$ cat config.mk
export PLATFORM = sky130hd
export DESIGN_NAME = spi_fsm
export DESIGN_NICKNAME = d
export VERILOG_FILES = /design/src/rtl/spi_fsm.sv
export SDC_FILE = /design/constraint.sdc
export NUM_CORES = 1
export LEC_CHECK = 0
export CORE_AREA = 2 2 39 41
export CTS_CLUSTER_SIZE = 12
export DETAILED_ROUTE_END_ITERATION = 6
export DIE_AREA = 0 0 41 43
export PLACE_DENSITY_LB_ADDON = 0.15
export SLEW_MARGIN = 25
export SYNTH_ARGS = -nofsm -noshare
export SYNTH_HDL_FRONTEND = slang
export SYNTH_SLANG_ARGS = --single-unit
export TNS_END_PERCENT = 100
$ cat constraint.sdc
create_clock -name clk -period 2.1 [get_ports clk]
set_clock_uncertainty 0.2 [all_clocks]
set_input_delay 0.315 -clock clk [delete_from_list [all_inputs] [get_ports clk]]
set_output_delay 0.315 -clock clk [all_outputs]
set_load 0.02 [all_outputs]
$ cat src/rtl/spi_fsm.sv
// spi_fsm -- transaction controller for the SPI memory datapath.
//
// Sequences one SPI transaction: a DATA_WIDTH-bit address + R/W phase, then
// either a read (parallel-load the shift register, enable MISO for
// DATA_WIDTH SCLK rising edges) or a write (collect DATA_WIDTH bits, then
// pulse the data-memory write enable). Chip-select deassertion returns the
// controller to IDLE from any state.
//
// Ports:
//   clk              system clock, rising edge
//   reset_n          asynchronous active-low reset
//   csConditioned    synchronized chip select, active low
//   sclkPosEdge      one-clk strobe per SCLK rising edge (counted)
//   sclkNegEdge      one-clk strobe per SCLK falling edge (not used for state)
//   shiftRegPOut     shift register parallel output; bit 0 = R/W after address
//   addrLatchEnable  address latch capture enable
//   srParallelLoad   shift register parallel load
//   misoBufferEnable tri-state MISO buffer enable
//   dmWriteEnable    data-memory write enable
//   abortFlag        (only with SPI_FSM_ABORT_FLAG_EN) 1-clk pulse after CS
//                    deasserts in the middle of a transaction
//
// Optional feature macro: SPI_FSM_ABORT_FLAG_EN

module spi_fsm #(
  parameter int unsigned DATA_WIDTH = 8,
  parameter int unsigned CNT_WIDTH  = 4
) (
  input  logic                  clk,
  input  logic                  reset_n,
  input  logic                  csConditioned,
  input  logic                  sclkPosEdge,
  input  logic                  sclkNegEdge,
  input  logic [DATA_WIDTH-1:0] shiftRegPOut,
  output logic                  addrLatchEnable,
  output logic                  srParallelLoad,
  output logic                  misoBufferEnable,
  output logic                  dmWriteEnable
`ifdef SPI_FSM_ABORT_FLAG_EN
  ,
  output logic                  abortFlag
`endif
);

  typedef enum logic [2:0] {
    IDLE,
    GET_ADDR,
    GOT_ADDR,
    READ_LOAD,
    READ_SHIFT,
    WRITE_GET,
    WRITE_MEM,
    DONE
  } stateT;

  localparam logic [CNT_WIDTH-1:0] LAST_BIT = CNT_WIDTH'(DATA_WIDTH - 1);

  stateT                state;
  stateT                stateNext;
  logic [CNT_WIDTH-1:0] bitCount;
  logic [CNT_WIDTH-1:0] bitCountNext;

  // The falling-edge strobe only clocks the external MISO flop, and only the
  // R/W bit of the shift register matters here.
  logic unusedInputs;
  assign unusedInputs = ^{sclkNegEdge, shiftRegPOut[DATA_WIDTH-1:1]};

  // State register
  always_ff @(posedge clk or negedge reset_n) begin
    if (!reset_n) begin
      state    <= IDLE;
      bitCount <= '0;
    end else begin
      state    <= stateNext;
      bitCount <= bitCountNext;
    end
  end

  // Next-state logic
  always_comb begin
    stateNext    = state;
    bitCountNext = bitCount;
    if (csConditioned) begin
      // CS deassertion wins over every other transition.
      stateNext    = IDLE;
      bitCountNext = '0;
    end else begin
      unique case (state)
        IDLE: begin
          stateNext    = GET_ADDR;
          bitCountNext = '0;
        end
        GET_ADDR, READ_SHIFT, WRITE_GET: begin
          if (sclkPosEdge) begin
            if (bitCount == LAST_BIT) begin
              bitCountNext = '0;
              unique case (state)
                GET_ADDR:   stateNext = GOT_ADDR;
                READ_SHIFT: stateNext = DONE;
                default:    stateNext = WRITE_MEM;
              endcase
            end else begin
              bitCountNext = bitCount + 1'b1;
            end
          end
        end
        GOT_ADDR: begin
          stateNext    = shiftRegPOut[0] ? READ_LOAD : WRITE_GET;
          bitCountNext = '0;
        end
        READ_LOAD: stateNext = READ_SHIFT;
        WRITE_MEM: stateNext = DONE;
        DONE:      stateNext = DONE;
        default: begin
          stateNext    = IDLE;
          bitCountNext = '0;
        end
      endcase
    end
  end

  // Moore output decode
  always_comb begin
    addrLatchEnable  = 1'b0;
    srParallelLoad   = 1'b0;
    misoBufferEnable = 1'b0;
    dmWriteEnable    = 1'b0;
    unique case (state)
      GOT_ADDR:   addrLatchEnable  = 1'b1;
      READ_LOAD:  srParallelLoad   = 1'b1;
      READ_SHIFT: misoBufferEnable = 1'b1;
      WRITE_MEM:  dmWriteEnable    = 1'b1;
      default:    ;
    endcase
  end

`ifdef SPI_FSM_ABORT_FLAG_EN
  logic midTransaction;
  assign midTransaction = (state != IDLE) && (state != DONE);

  always_ff @(posedge clk or negedge reset_n) begin
    if (!reset_n) begin
      abortFlag <= 1'b0;
    end else begin
      abortFlag <= csConditioned && midTransaction;
    end
  end
`endif

endmodule

==> results of run 1 <==
-- metal layers --
layer	track usage (%)	vias to the layer above	share of wire [%]
met5	0	-	0
met4	10.0	0	1.2
met2	20.0	8	52
met1	15.8	157	41
li1	-	168	-
met3	3.14	2	5.2
-- power by group through the flow --
stage / clock (W) / combinational (W) / sequential (W)
floorplan: 0 / 0.00000946 / 0.000142
global placement: 0 / 0.0000223 / 0.000142
detailed placement: 0 / 0.0000233 / 0.000142
CTS: 0.000125 / 0.0000232 / 0.000140
global route: 0.000140 / 0.0000252 / 0.000140
finish: 0.000120 / 0.0000226 / 0.000140
-- timing repair --
| action | 4_1_cts | 5_1_grt |
|---|---|---|
| gates resized for setup | 4 | 1 |
| endpoints found under the setup margin | 3 | 1 |
| hold buffers | 0 | 0 |
-- synth_stat cells --
library cell  instances  area share [%]
a311o_1               1             2.5
dfrtp_1               7              44
nand2b_4              1             3.5
nor2_1                3             2.8
nor3b_1               2             3.8
nor2b_1               2             3.2
o21ai_0               1             1.3
nand3b_1              1             1.9
inv_1                 1            0.95
and2_1                1             1.6
and2b_1               1             1.9
and3b_1               1             2.2
xor2_1                1             2.2
nand2b_1              1             1.6
or4_1                 1             1.9
ha_1                  1             3.2
a2111oi_2             2             7.6
nor3_1                1             1.3
nand2_1               1            0.95
nand3_1               1             1.3
mux2i_1               1             2.5
nand4b_1              1             2.2
o21bai_1              1             1.9
a21oi_1               3             3.8
-- sequential cells by signal, summed over array words and instances, names as in the netlist --
signal / count
bitCount: 4
state: 3
-- final cells by class --
| class | instances | area share, % |
|---|---|---|
| clock buffer | 4 | 4.87 |
| inverter | 1 | 0.696 |
| multi-input combinational | 29 | 40.8 |
| sequential | 7 | 32.5 |
| tap | 16 | 3.71 |
| timing repair buffer | 10 | 17.4 |
-- critical path: stages, from the launching register on --
cell           delay [ps]
dfrtp_1               410
nor2b_2               230
and2_1                190
dlygate4sd2_1         340
-- worst paths after layout --
kind / start / endpoint / slack, ps / cells past startpoint
worst min register to register: bitCount[1]$_DFFE_PN0P_ / bitCount[1]$_DFFE_PN0P_ / 370 / 2
worst min-delay path: reset_n / bitCount[1]$_DFFE_PN0P_ / 130 / 1
worst max-delay path: state[1]$_DFFE_PN0P_ / srParallelLoad / 160 / 3
worst max register to register: bitCount[0]$_DFFE_PN0P_ / state[1]$_DFFE_PN0P_ / 460 / 4
max in group asynchronous: reset_n / bitCount[2]$_DFFE_PN0P_ / 1330 / 1
min in group clk: bitCount[1]$_DFFE_PN0P_ / bitCount[1]$_DFFE_PN0P_ / 370 / 2
-- kinds of logic (layout without fill, tap and decap cells) --
kind of cell	count (synthesis)	count (layout)	share of synthesized area (%)
simple gates	18	18	30.0
compound gates	8	8	17.0
flops	7	7	44.2
fa+ha+maj	1	1	3.15
xor+xnor	1	1	2.21
mux	1	1	2.52
buf+inv	1	15	0.945
-- metrics by stage --
step,setup WS [ps],utilization [%],std cells
after floorplan,496,-,37
after global placement,120,37.0,63
after detailed placement,60.3,37.0,63
after CTS,44.2,38.8,67
after global routing,60.4,39.0,67
final,160,39.0,67
==> impl_metrics.tcl, run 1 <==
set metrics [dict create \
    timing.final.setup_violations 0 \
    avgViaCountPerCell 5.00 \
    number_of_warnings_printed_during_yosys_synthesis 0 \
    final_design_area_no_fill_um2 539 \
    firstDrtPassIters 2 \
    multiInputGateArea_um2 220 \
    remaining_drc_errors 0 \
    vdd_drop_max_mv 0.179 \
    clkSlewWorstSetupHoldPaths_ps 50 \
    wl_per_cell_um 12.6 \
    layout-drive-gt1-share_pct 17.6 \
    worst_hold_path_type "in2async" \
    finalWeightedCongestion 0.613 \
    postSynthAreaPerCell_um2 10.7 \
    grt_pass1_vias 358 \
    core.rowCount 14 \
    sw_ratio_pct 21.5 \
    initial_utilization_pct 28.7 \
    critical_path_required_ps 1580 \
    root_buffer "clkbuf_4" \
    cp-start-kind "flip-flop" \
    maximum_net_fanout_on_the_critical_path 6 \
    power_density_mw_per_mm2 523 \
    report.power.total_w 0.000282 \
    run_status "finished clean" \
    diodes 0 \
    synth.ff_latch_count 7 \
    dp_hpwl_um 674 \
    count_of_input_and_output_buffers 8 \
    clock_sink_count 7 \
    rsz0062_at_grt "false" \
    global_route.usage.total_pct 13.4 \
    clock.fmax_ghz 0.515 \
    slew_viol_final 0 \
    cp_data_arrival_time_ps 1420 \
    p_leak_nw 0.253 \
    tritoncts.num_buffers 3 \
    dieWidth_um 41 \
    pwr-share-seq_pct 49.6 \
    timing.critical_path.to_type "output port" \
    layout.filler_cells 134 \
    net_sw_power_w 0.0000607 \
    most-common-layout-cells "dfrtp_1 (7), clkdlybuf4s50_1 (4)" \
    design.die.area_mm2 0.00176 \
    ys_seq_area_share_pct 44.2 \
    max_clock_buf_depth 2 \
    finalHoldViolations 0 \
    grt_max_degree 9 \
    worst_slew_pin_slew_ps 324 \
    detail_route.wirelength_um 846 \
    internal_w 0.000222 \
    antenna_found_initial 0 \
    drtIter0Drc 3 \
    grt_first_pass_wirelength_mm 1.53 \
    syn-instance-count 37 \
    syn_area_um2 397 \
    route.vias.total 335 \
    placed_area_um2 512 \
    fp.coreArea_mm2 0.00138 \
    post_cts_buffers 0 \
    setup.worst_path.class "reg2out" \
    globalRouteOverflowTotal 0 \
    final-seq-area_um2 175 \
    pwr-share-comb_pct 8.0 \
    insertion_delay_ps 240 \
    finalWorstPathRequiredPeriod_ps 1940 \
    maxSlewHeadroom_pct 78.3 \
    hold_ws_ps 129 \
    maxCapViolCount 0 \
    antenna_left 0 \
    cts-htree-levels 1 \
    clockPowerShare_pct 42.4 \
    area_delta_synth_final_pct 36.0 \
    synthDistinctLibCells 24 \
    nets 66 \
    die_h_um 43 \
    cts_tree "done" \
    timing.final.crit_share_pct 92.4 \
    io-pin-count 17 \
    layout.cells.most_common "dfrtp_1" \
    mapped_nets 51 \
    setup-tns-final_ps 0 \
]
No activity file was read; power rests on OpenSTA's default activity.
==> inputs of run 2 (changes only) <==
--- a/config.mk
+++ b/config.mk
@@ -5,12 +5,11 @@
 export SDC_FILE = /design/constraint.sdc
 export NUM_CORES = 1
 export LEC_CHECK = 0
-export CORE_AREA = 2 2 39 41
+export CORE_AREA = 10 10 47 49
 export CTS_CLUSTER_SIZE = 12
 export DETAILED_ROUTE_END_ITERATION = 6
-export DIE_AREA = 0 0 41 43
+export DIE_AREA = 0 0 57 59
 export PLACE_DENSITY_LB_ADDON = 0.15
-export SLEW_MARGIN = 25
 export SYNTH_ARGS = -nofsm -noshare
 export SYNTH_HDL_FRONTEND = slang
 export SYNTH_SLANG_ARGS = --single-unit
==> run 2 against run 1 <==
  * Wire length fell by 2.5%
  * Utilization fell by 0.76 points
  * Critical endpoint is now misoBufferEnable
  * Design area fell by 0.70%
  * Non-clock buffer count did not move
==> impl_metrics.tcl, run 2 (synthesis results as in run 1) <==
set metrics [dict create \
    run_status "finished clean" \
    clock.fmax_ghz 0.521 \
    grt_pass1_vias 364 \
    antenna_found_initial 0 \
    setup-tns-final_ps 0 \
    cp-start-kind "flip-flop" \
    most-common-layout-cells "dfrtp_1 (7), clkdlybuf4s50_1 (4), dlygate4sd2_1 (4)" \
    firstDrtPassIters 2 \
    cp_data_arrival_time_ps 1400 \
    layout-drive-gt1-share_pct 17.6 \
    maximum_net_fanout_on_the_critical_path 6 \
    finalHoldViolations 0 \
    timing.critical_path.to "misoBufferEnable" \
    final-seq-area_um2 175 \
    timing.critical_path.to_type "output port" \
    antenna_left 0 \
    wl_per_cell_um 12.3 \
    clkSlewWorstSetupHoldPaths_ps 50 \
    post_cts_buffers 0 \
    slew_viol_final 0 \
    remaining_drc_errors 0 \
    design.die.area_mm2 0.00336 \
    route.vias.total 321 \
    initial_utilization_pct 28.3 \
    dp_hpwl_um 689 \
    hold_buffers 0 \
    crit-reg2reg-capture "state[1]$_DFFE_PN0P_" \
    top_register "bitCount" \
    maxSlewHeadroom_pct 78.9 \
    worst_hold_path_type "in2async" \
    worst_slew_pin_slew_ps 315 \
    finalWorstPathRequiredPeriod_ps 1920 \
    rsz0062_at_grt "false" \
    p_leak_nw 0.238 \
    drtIter0Drc 5 \
    timing.final.setup_violations 0 \
    timing.final.crit_share_pct 91.3 \
    grt_first_pass_wirelength_mm 1.51 \
    max_clock_buf_depth 2 \
    hold_ws_ps 119 \
    fp.coreArea_mm2 0.00140 \
    globalRouteOverflowTotal 0 \
    worst_r2r_path_depth 4 \
    largest_registers "bitCount x4, state x3" \
    detail_route.wirelength_um 825 \
    layout.filler_cells 151 \
    insertion_delay_ps 250 \
    layout.cells.most_common "dfrtp_1" \
    nets 66 \
    avgViaCountPerCell 4.79 \
    critical_path_required_ps 1580 \
    global_route.usage.total_pct 5.63 \
    cts_tree "done" \
    setup.worst_path.class "reg2out" \
    crit_start "state[2]$_DFFE_PN0P_" \
    largest_reg_flops 4 \
    diodes 0 \
    placed_area_um2 512 \
    die_h_um 59 \
    maxCapViolCount 0 \
    io-pin-count 17 \
    dieWidth_um 57 \
    count_of_input_and_output_buffers 8 \
    reg2reg_setup_slack_ps 470 \
    power_density_mw_per_mm2 530 \
    clock_sink_count 7 \
    vdd_drop_max_mv 0.315 \
    cts-htree-levels 1 \
    area_delta_synth_final_pct 35.0 \
    core.rowCount 14 \
    root_buffer "clkbuf_4" \
    r2r_startpoint "bitCount[0]$_DFFE_PN0P_" \
    finalWeightedCongestion 0.784 \
    tritoncts.num_buffers 3 \
    multiInputGateArea_um2 220 \
    final_design_area_no_fill_um2 536 \
    grt_max_degree 8 \
]
run 2: cell types whose count changed in the layout (fill, tap and decap cells not counted):
cell	change
dlygate4sd2_1	+1
dlymetal6s2s_1	-1
run 2: critical path, cell delays in order (launching register included):
cell and delay [ps]:
dfrtp_1 440, nor3b_1 330, dlygate4sd2_1 390
run 2: how the worst min path moves through the flow:
stage / startpoint / end / slack, ps / cells after the start
final: reset_n / state[1]$_DFFE_PN0P_ / 120 / 1
after global routing: reset_n / state[1]$_DFFE_PN0P_ / 140 / 1
after CTS: reset_n / state[1]$_DFFE_PN0P_ / 120 / 1
after detailed placement: bitCount[1]$_DFFE_PN0P_ / bitCount[1]$_DFFE_PN0P_ / 360 / 2
after global placement: bitCount[1]$_DFFE_PN0P_ / bitCount[1]$_DFFE_PN0P_ / 340 / 2
after floorplan: reset_n / bitCount[0]$_DFFE_PN0P_ / -180 / 0
run 2: metrics by stage:
| step | util (%) | cells | setup slack [ps] | power [W] |
|---|---|---|---|---|
| final | 38.2 | 67 | 182 | 0.000284 |
| after global routing | 38.2 | 67 | 66.7 | 0.000298 |
| after CTS | 38.2 | 67 | 154 | 0.000293 |
| after detailed placement | 36.5 | 63 | 103 | 0.000167 |
| after global placement | 36.5 | 63 | 111 | 0.000165 |
| after floorplan | - | 37 | 496 | 0.000151 |
run 2: repair_timing:
| action | in CTS | in global routing |
|---|---|---|
| endpoints found under the hold margin | 0 | 0 |
| endpoints found under the setup margin | 4 | 0 |
| resized for setup | 5 | 0 |
run 2: where the power goes:
group,switching [W],internal (W)
combinational,0.0000120,0.0000134
clock,0.0000474,0.0000723
sequential,0.00000162,0.000137
run 2: final cells by class:
type                            instances  share of cell area (%)
Multi-Input combinational cell         29                    41.1
Clock buffer                            4                    4.91
Tap cell                               16                    3.74
Sequential cell                         7                    32.7
Timing Repair Buffer                   10                    16.8
Inverter                                1                   0.701
run 2: routing by layer:
layer  wire (um)  GRT usage (%)  vias up  share of wire, %
met3          18           1.29        2               2.2
met4          17           5.03        0               2.1
met2         398           8.99        6                48
met5           0              0        -                 0
met1         390           6.10      148                47
li1            -              -      165                 -
==> inputs of run 3 (changes only) <==
--- a/config.mk
+++ b/config.mk
@@ -5,6 +5,7 @@
 export SDC_FILE = /design/constraint.sdc
 export NUM_CORES = 1
 export LEC_CHECK = 0
+export CAP_MARGIN = 20
 export CORE_AREA = 10 10 47 49
 export CTS_CLUSTER_SIZE = 12
 export DETAILED_ROUTE_END_ITERATION = 6
==> results of run 3 <==
The final DEF is identical to that of run 2; final timing and power are the same.
